File: src/rtl/calc_sum_display.sv
// calc_sum_display: captures opA+opB on a rising somar edge, converts the
// sum to BCD by repeated subtraction and scans it onto a 2-digit 7-seg.
// Ports:
//   CLK, reset (async, active-high), somar (sum request), opA/opB (4-bit)
//   result (5-bit sum), valid (conversion complete)
//   seg {g,f,e,d,c,b,a} and an {tens,units}, polarity set by ACTIVE_LOW
module calc_sum_display #(
    parameter int REFRESH_DIV = 50000,
    parameter bit ACTIVE_LOW  = 1'b1
) (
    input  logic       CLK,
    input  logic       reset,
    input  logic       somar,
    input  logic [3:0] opA,
    input  logic [3:0] opB,
    output logic [4:0] result,
    output logic       valid,
    output logic [6:0] seg,
    output logic [1:0] an
);

    localparam int CW = (REFRESH_DIV > 2) ? $clog2(REFRESH_DIV) : 1;
    localparam logic [CW-1:0] CNT_MAX = CW'(REFRESH_DIV - 1);
    localparam logic [6:0] SEG_OFF = ACTIVE_LOW ? 7'h7F : 7'h00;
    localparam logic [1:0] AN_OFF  = ACTIVE_LOW ? 2'b11 : 2'b00;

    typedef enum logic {S_IDLE, S_CONV} state_t;

    state_t        r_state, w_state_nxt;
    logic          r_somar_d;
    logic [4:0]    r_work, w_work_nxt;
    logic [1:0]    r_tens_acc, w_tens_acc_nxt;
    logic [3:0]    r_units, w_units_nxt;
    logic [3:0]    r_tens, w_tens_nxt;
    logic [4:0]    r_result, w_result_nxt;
    logic          r_valid, w_valid_nxt;
    logic          r_have_data, w_have_data_nxt;
    logic [CW-1:0] r_refresh_cnt;
    logic          r_digit_sel;
    logic [6:0]    r_seg;
    logic [1:0]    r_an;

    logic          w_capture;
    logic [6:0]    w_digit_seg;
    logic [1:0]    w_an_raw;

    function automatic logic [6:0] f_seg(input logic [3:0] d);
        logic [6:0] s;
        case (d)
            4'd0:    s = 7'h3F;
            4'd1:    s = 7'h06;
            4'd2:    s = 7'h5B;
            4'd3:    s = 7'h4F;
            4'd4:    s = 7'h66;
            4'd5:    s = 7'h6D;
            4'd6:    s = 7'h7D;
            4'd7:    s = 7'h07;
            4'd8:    s = 7'h7F;
            4'd9:    s = 7'h6F;
            default: s = 7'h00;
        endcase
        return s;
    endfunction

    assign w_capture = somar && !r_somar_d;

    always_comb begin
        w_state_nxt     = r_state;
        w_work_nxt      = r_work;
        w_tens_acc_nxt  = r_tens_acc;
        w_units_nxt     = r_units;
        w_tens_nxt      = r_tens;
        w_result_nxt    = r_result;
        w_valid_nxt     = r_valid;
        w_have_data_nxt = r_have_data;
        unique case (r_state)
            S_IDLE: begin
                if (w_capture) begin
                    w_work_nxt     = {1'b0, opA} + {1'b0, opB};
                    w_tens_acc_nxt = 2'd0;
                    w_valid_nxt    = 1'b0;
                    w_state_nxt    = S_CONV;
                end
            end
            S_CONV: begin
                if (r_work >= 5'd10) begin
                    w_work_nxt     = r_work - 5'd10;
                    w_tens_acc_nxt = r_tens_acc + 2'd1;
                end else begin
                    w_units_nxt     = r_work[3:0];
                    w_tens_nxt      = {2'b00, r_tens_acc};
                    w_result_nxt    = (5'(r_tens_acc) * 5'd10) + r_work;
                    w_valid_nxt     = 1'b1;
                    w_have_data_nxt = 1'b1;
                    w_state_nxt     = S_IDLE;
                end
            end
            default: w_state_nxt = S_IDLE;
        endcase
    end

    always_ff @(posedge CLK or posedge reset) begin
        if (reset) begin
            r_state     <= S_IDLE;
            r_somar_d   <= 1'b0;
            r_work      <= 5'd0;
            r_tens_acc  <= 2'd0;
            r_units     <= 4'd0;
            r_tens      <= 4'd0;
            r_result    <= 5'd0;
            r_valid     <= 1'b0;
            r_have_data <= 1'b0;
        end else begin
            r_state     <= w_state_nxt;
            r_somar_d   <= somar;
            r_work      <= w_work_nxt;
            r_tens_acc  <= w_tens_acc_nxt;
            r_units     <= w_units_nxt;
            r_tens      <= w_tens_nxt;
            r_result    <= w_result_nxt;
            r_valid     <= w_valid_nxt;
            r_have_data <= w_have_data_nxt;
        end
    end

    // Tens digit is blanked for a leading zero; all blank before any data.
    always_comb begin
        w_digit_seg = 7'h00;
        if (r_have_data) begin
            if (!r_digit_sel)
                w_digit_seg = f_seg(r_units);
            else if (r_tens != 4'd0)
                w_digit_seg = f_seg(r_tens);
        end
        w_an_raw = r_digit_sel ? 2'b10 : 2'b01;
    end

    always_ff @(posedge CLK or posedge reset) begin
        if (reset) begin
            r_refresh_cnt <= '0;
            r_digit_sel   <= 1'b0;
            r_seg         <= SEG_OFF;
            r_an          <= AN_OFF;
        end else begin
            if (r_refresh_cnt == CNT_MAX) begin
                r_refresh_cnt <= '0;
                r_digit_sel   <= ~r_digit_sel;
            end else begin
                r_refresh_cnt <= r_refresh_cnt + 1'b1;
            end
            r_seg <= ACTIVE_LOW ? ~w_digit_seg : w_digit_seg;
            r_an  <= ACTIVE_LOW ? ~w_an_raw : w_an_raw;
        end
    end

    assign result = r_result;
    assign valid  = r_valid;
    assign seg    = r_seg;
    assign an     = r_an;

endmodule

File: config.mk
export PLATFORM = sky130hd
export DESIGN_NAME = calc_sum_display
export DESIGN_NICKNAME = d
export VERILOG_FILES = /design/src/rtl/calc_sum_display.sv
export SDC_FILE = /design/constraint.sdc
export NUM_CORES = 1
export LEC_CHECK = 0
export CAP_MARGIN = 20
export CORE_UTILIZATION = 56
export DETAILED_ROUTE_END_ITERATION = 16
export GPL_ROUTABILITY_DRIVEN = 0
export PLACE_DENSITY = 0.79
export SLEW_MARGIN = 5
export SYNTH_ARGS = -nofsm -noshare
export SYNTH_HDL_FRONTEND = slang
export SYNTH_SLANG_ARGS = --single-unit
File: constraint.sdc
create_clock -name CLK -period 1.9 [get_ports CLK]
set_input_delay 0.38 -clock CLK [delete_from_list [all_inputs] [get_ports CLK]]
set_output_delay 0.38 -clock CLK [all_outputs]
set_load 0.02 [all_outputs]
==> impl_metrics.tcl <==
set metrics [dict create \
    status "finished clean" \
    internal_power_uw 2650 \
    synth_area_leaders "dfrtp_1 40%, dfstp_2 9.9%, ha_1 7.3%, xnor2_1 5.9%, o21ai_0 3.3%" \
    rsz0062_at_grt "no" \
    seq_area_mm2 0.00119 \
    die_w_um 67.3 \
    power.density_mw_per_mm2 1450 \
    drive_above_1_share 0.124 \
    first_pass_iters 4 \
    min_period_over_period 0.944 \
    multiInputGateArea_mm2 0.00113 \
    critical_path.top_delay_family "buffers and inverters" \
    dp_hpwl_mm 3.11 \
    ir_worst_vdd_v 0.000674 \
    grt_antenna_before_repair 0 \
    crit_type "register to primary output" \
    ctsLongestPathBuffers 2 \
    max_freq_mhz 557 \
    hold_viol_final 0 \
    syn_to_final_growth_pct 19.4 \
    path_buf_inv 1 \
    ant_nets 0 \
    min_period_ps 1790 \
    clk_pin_slew_worst_paths_ps 90 \
    layout.nets 284 \
    ys_seq_elements 47 \
    start_util 0.589 \
    seq_power_share 0.386 \
    core_region_area_mm2 0.00406 \
    cpPeakStageDelay_ps 590 \
    cts_root_buf "clkbuf_8" \
    p_sw_frac 0.361 \
    switchingPower_uw 1500 \
    wl_mm 4.26 \
    p_leak_uw 0.00125 \
    pwr-share-comb 0.427 \
    yosysUniqueCellTypes 41 \
    cts_setup_buffers 0 \
    drt_iter0_drc 188 \
    crit_path_end_kind "primary output" \
    yosysTopAreaCell "dfrtp_1" \
    dp.cells 300 \
    h-tree-depth 2 \
    crit_chain "clkdlybuf4s50_1" \
    hp-class "primary input to async pin" \
    pin_count 26 \
    die-area_mm2 0.00454 \
    syn-instance-count 224 \
    synth_nets 251 \
    num_antenna_cells 0 \
    grt_use_total 0.223 \
    cts_sinks 47 \
    io_buffers 25 \
    worst-r2r-setup-slack_ps 150 \
    drcViolationCount 0 \
    clk_latency_ps 300 \
    fin_worst_skew_ps 6.03 \
    rows 23 \
    holdWs_ps 396 \
    crit_required_ps 1520 \
    ys_seq_area_frac 0.497 \
    nFillCells 301 \
    finalSetupViolations 0 \
    crit_fanout 1 \
    start_kind "register" \
    grt_pass1_vias 1614 \
    slowest_stage "clkdlybuf4s50_1" \
    relSlewSlack 0.713 \
    cts_buffers 5 \
    netlist.area_leader.share 0.398 \
    die_h_um 67.3 \
    stdcell_area_mm2 0.00286 \
    synthesis.area_mm2 0.00239 \
    fin_cells 308 \
    drv_cap 0 \
    yosys_warnings 0 \
    syn_avg_cell_area_um2 10.7 \
    cts_tree "yes" \
    grt_overflow 0 \
    clockPowerShare 0.187 \
    critical_path_arrival_ps 1410 \
    slew_viol_final 0 \
    placed_area_mm2 0.00273 \
    vias_per_cell 5.66 \
    wl_per_cell_um 13.8 \
    grt_start_max_net_pins 48 \
    grt_pass1_wl_mm 7.39 \
    tns_ps 0 \
    vias 1744 \
    worstMarginPinSlew_ps 427 \
]
## logic make-up after synthesis
kind of cell               count (synthesis)  share of synthesized area
and+or+nand+nor                           73                      0.170
DFF                                       47                      0.497
AOI/OAI and AO/OA                         41                      0.102
xor gates and xnor gates                  20                     0.0733
buffers and inverters                     19                     0.0330
adders and majority gates                 16                     0.0900
muxes                                      8                     0.0356
## layout by cell type, fill, tap and decap left out, types with 2 or more instances in the layout
master / n
nand2b_1: 4
o21ai_0: 16
nand2_1: 15
mux2_2: 4
nand4_1: 6
nor2b_1: 4
nor2_1: 17
and4_1: 2
clkdlybuf4s50_1: 25
buf_4: 4
clkbuf_8: 6
fa_1: 2
mux2i_1: 4
xor2_1: 4
nand3_1: 6
or3_1: 2
ha_1: 14
nor4b_1: 2
a31oi_1: 3
nand3b_1: 2
xnor2_1: 16
inv_1: 14
dfrtp_1: 38
a21o_1: 4
a21oi_1: 10
nor4_1: 2
nor3_1: 4
dfstp_2: 9
## registers in the layout (all words and copies together) (netlist names), 2 cells and up
name	count
seg	7
r_refresh_cnt	16
an	2
r_units	4
r_work	5
r_tens_acc	2
result	4
r_tens	2
## per-stage QoR
step | util | total power [µW] | setup WS (ps)
global placement | 0.673 | 3300 | -58.7
finish | 0.704 | 4150 | 106
global route | 0.704 | 4470 | 9.86
CTS | 0.703 | 4170 | 97.6
floorplan | - | 2800 | 255
detailed placement | 0.673 | 3390 | -107
## final cells by class
cell class | count | share of cell area
Clock inverter | 2 | 0.0136
Sequential cell | 47 | 0.416
Timing Repair Buffer | 30 | 0.105
Inverter | 15 | 0.0197
Tap cell | 50 | 0.0219
Clock buffer | 6 | 0.0289
Multi-Input combinational cell | 158 | 0.395
## power by group through the flow
stage | registers (µW) | clock network (µW) | logic [µW]
3_3_place_gp | 1610 | 0 | 1700
6_report | 1610 | 777 | 1770
3_5_place_dp | 1630 | 0 | 1760
5_1_grt | 1660 | 820 | 1990
2_1_floorplan | 1700 | 0 | 1100
4_1_cts | 1610 | 784 | 1780
## cells in the mapped netlist
cell      count
dfstp_2       9
o21a_1        1
a211oi_1      1
a31oi_1       3
nor2b_1       5
nor3_2        1
or3_1         2
nor4b_1       2
a21oi_1      10
nor4_1        2
inv_1        15
fa_1          2
a21boi_0      1
xnor2_1      16
nand4_1       6
nor4b_4       1
nand2_1      15
buf_4         2
xor2_1        4
nand2b_1      4
o21ai_0      16
mux2i_1       4
nand3b_1      2
ha_1         14
clkbuf_1      2
o211ai_1      1
dfrtp_1      38
o311ai_0      1
nand3_1       6
and4_1        2
mux2_2        4
or2_2         1
nand4b_1      1
and4bb_2      1
a21o_1        4
nor3_1        4
and3_1        1
o221ai_1      1
nor2_1       17
a221oi_1      1
a22oi_1       1
## worst register-to-register path, delay by kind of cell (launching register included)
kind,cells,cell delay [ps]
flip-flops,1,460
buffers and inverters,3,490
AO/OA/AOI/OAI,1,160
adder cells (fa/ha/maj),1,190
AND/OR/NAND/NOR,3,370
## path summary, 6_finish.rpt
kind | startpoint | endpoint | depth (start not counted)
hold reg to reg | r_digit_sel$_DFFE_PP0N_ | an[0]$_DFF_PP1_ | 0
max in group asynchronous | reset | seg[6]$_DFF_PP1_ | 3
hold / removal | reset | r_tens_acc[0]$_DFFE_PP0P_ | 3
min in group CLK | r_digit_sel$_DFFE_PP0N_ | an[0]$_DFF_PP1_ | 0
setup reg to reg | r_work[2]$_DFFE_PP0P_ | result[3]$_DFFE_PP0P_ | 8
setup / recovery | seg[2]$_DFF_PP1_ | seg[2] | 1
## what timing repair did
action | CTS | global route
gates resized for setup | 0 | 1
endpoints found under the setup margin | 0 | 3
hold buffers | 0 | 0
## metal layers
layer / up-vias / wire length [µm] / GRT usage
met2: 59 / 2120 / 0.360
met3: 15 / 160 / 0.0405
met4: 0 / 135 / 0.133
li1: 848 / - / -
met1: 822 / 1840 / 0.278
met5: - / 0 / 0
Power figures use the tool's default switching activity.
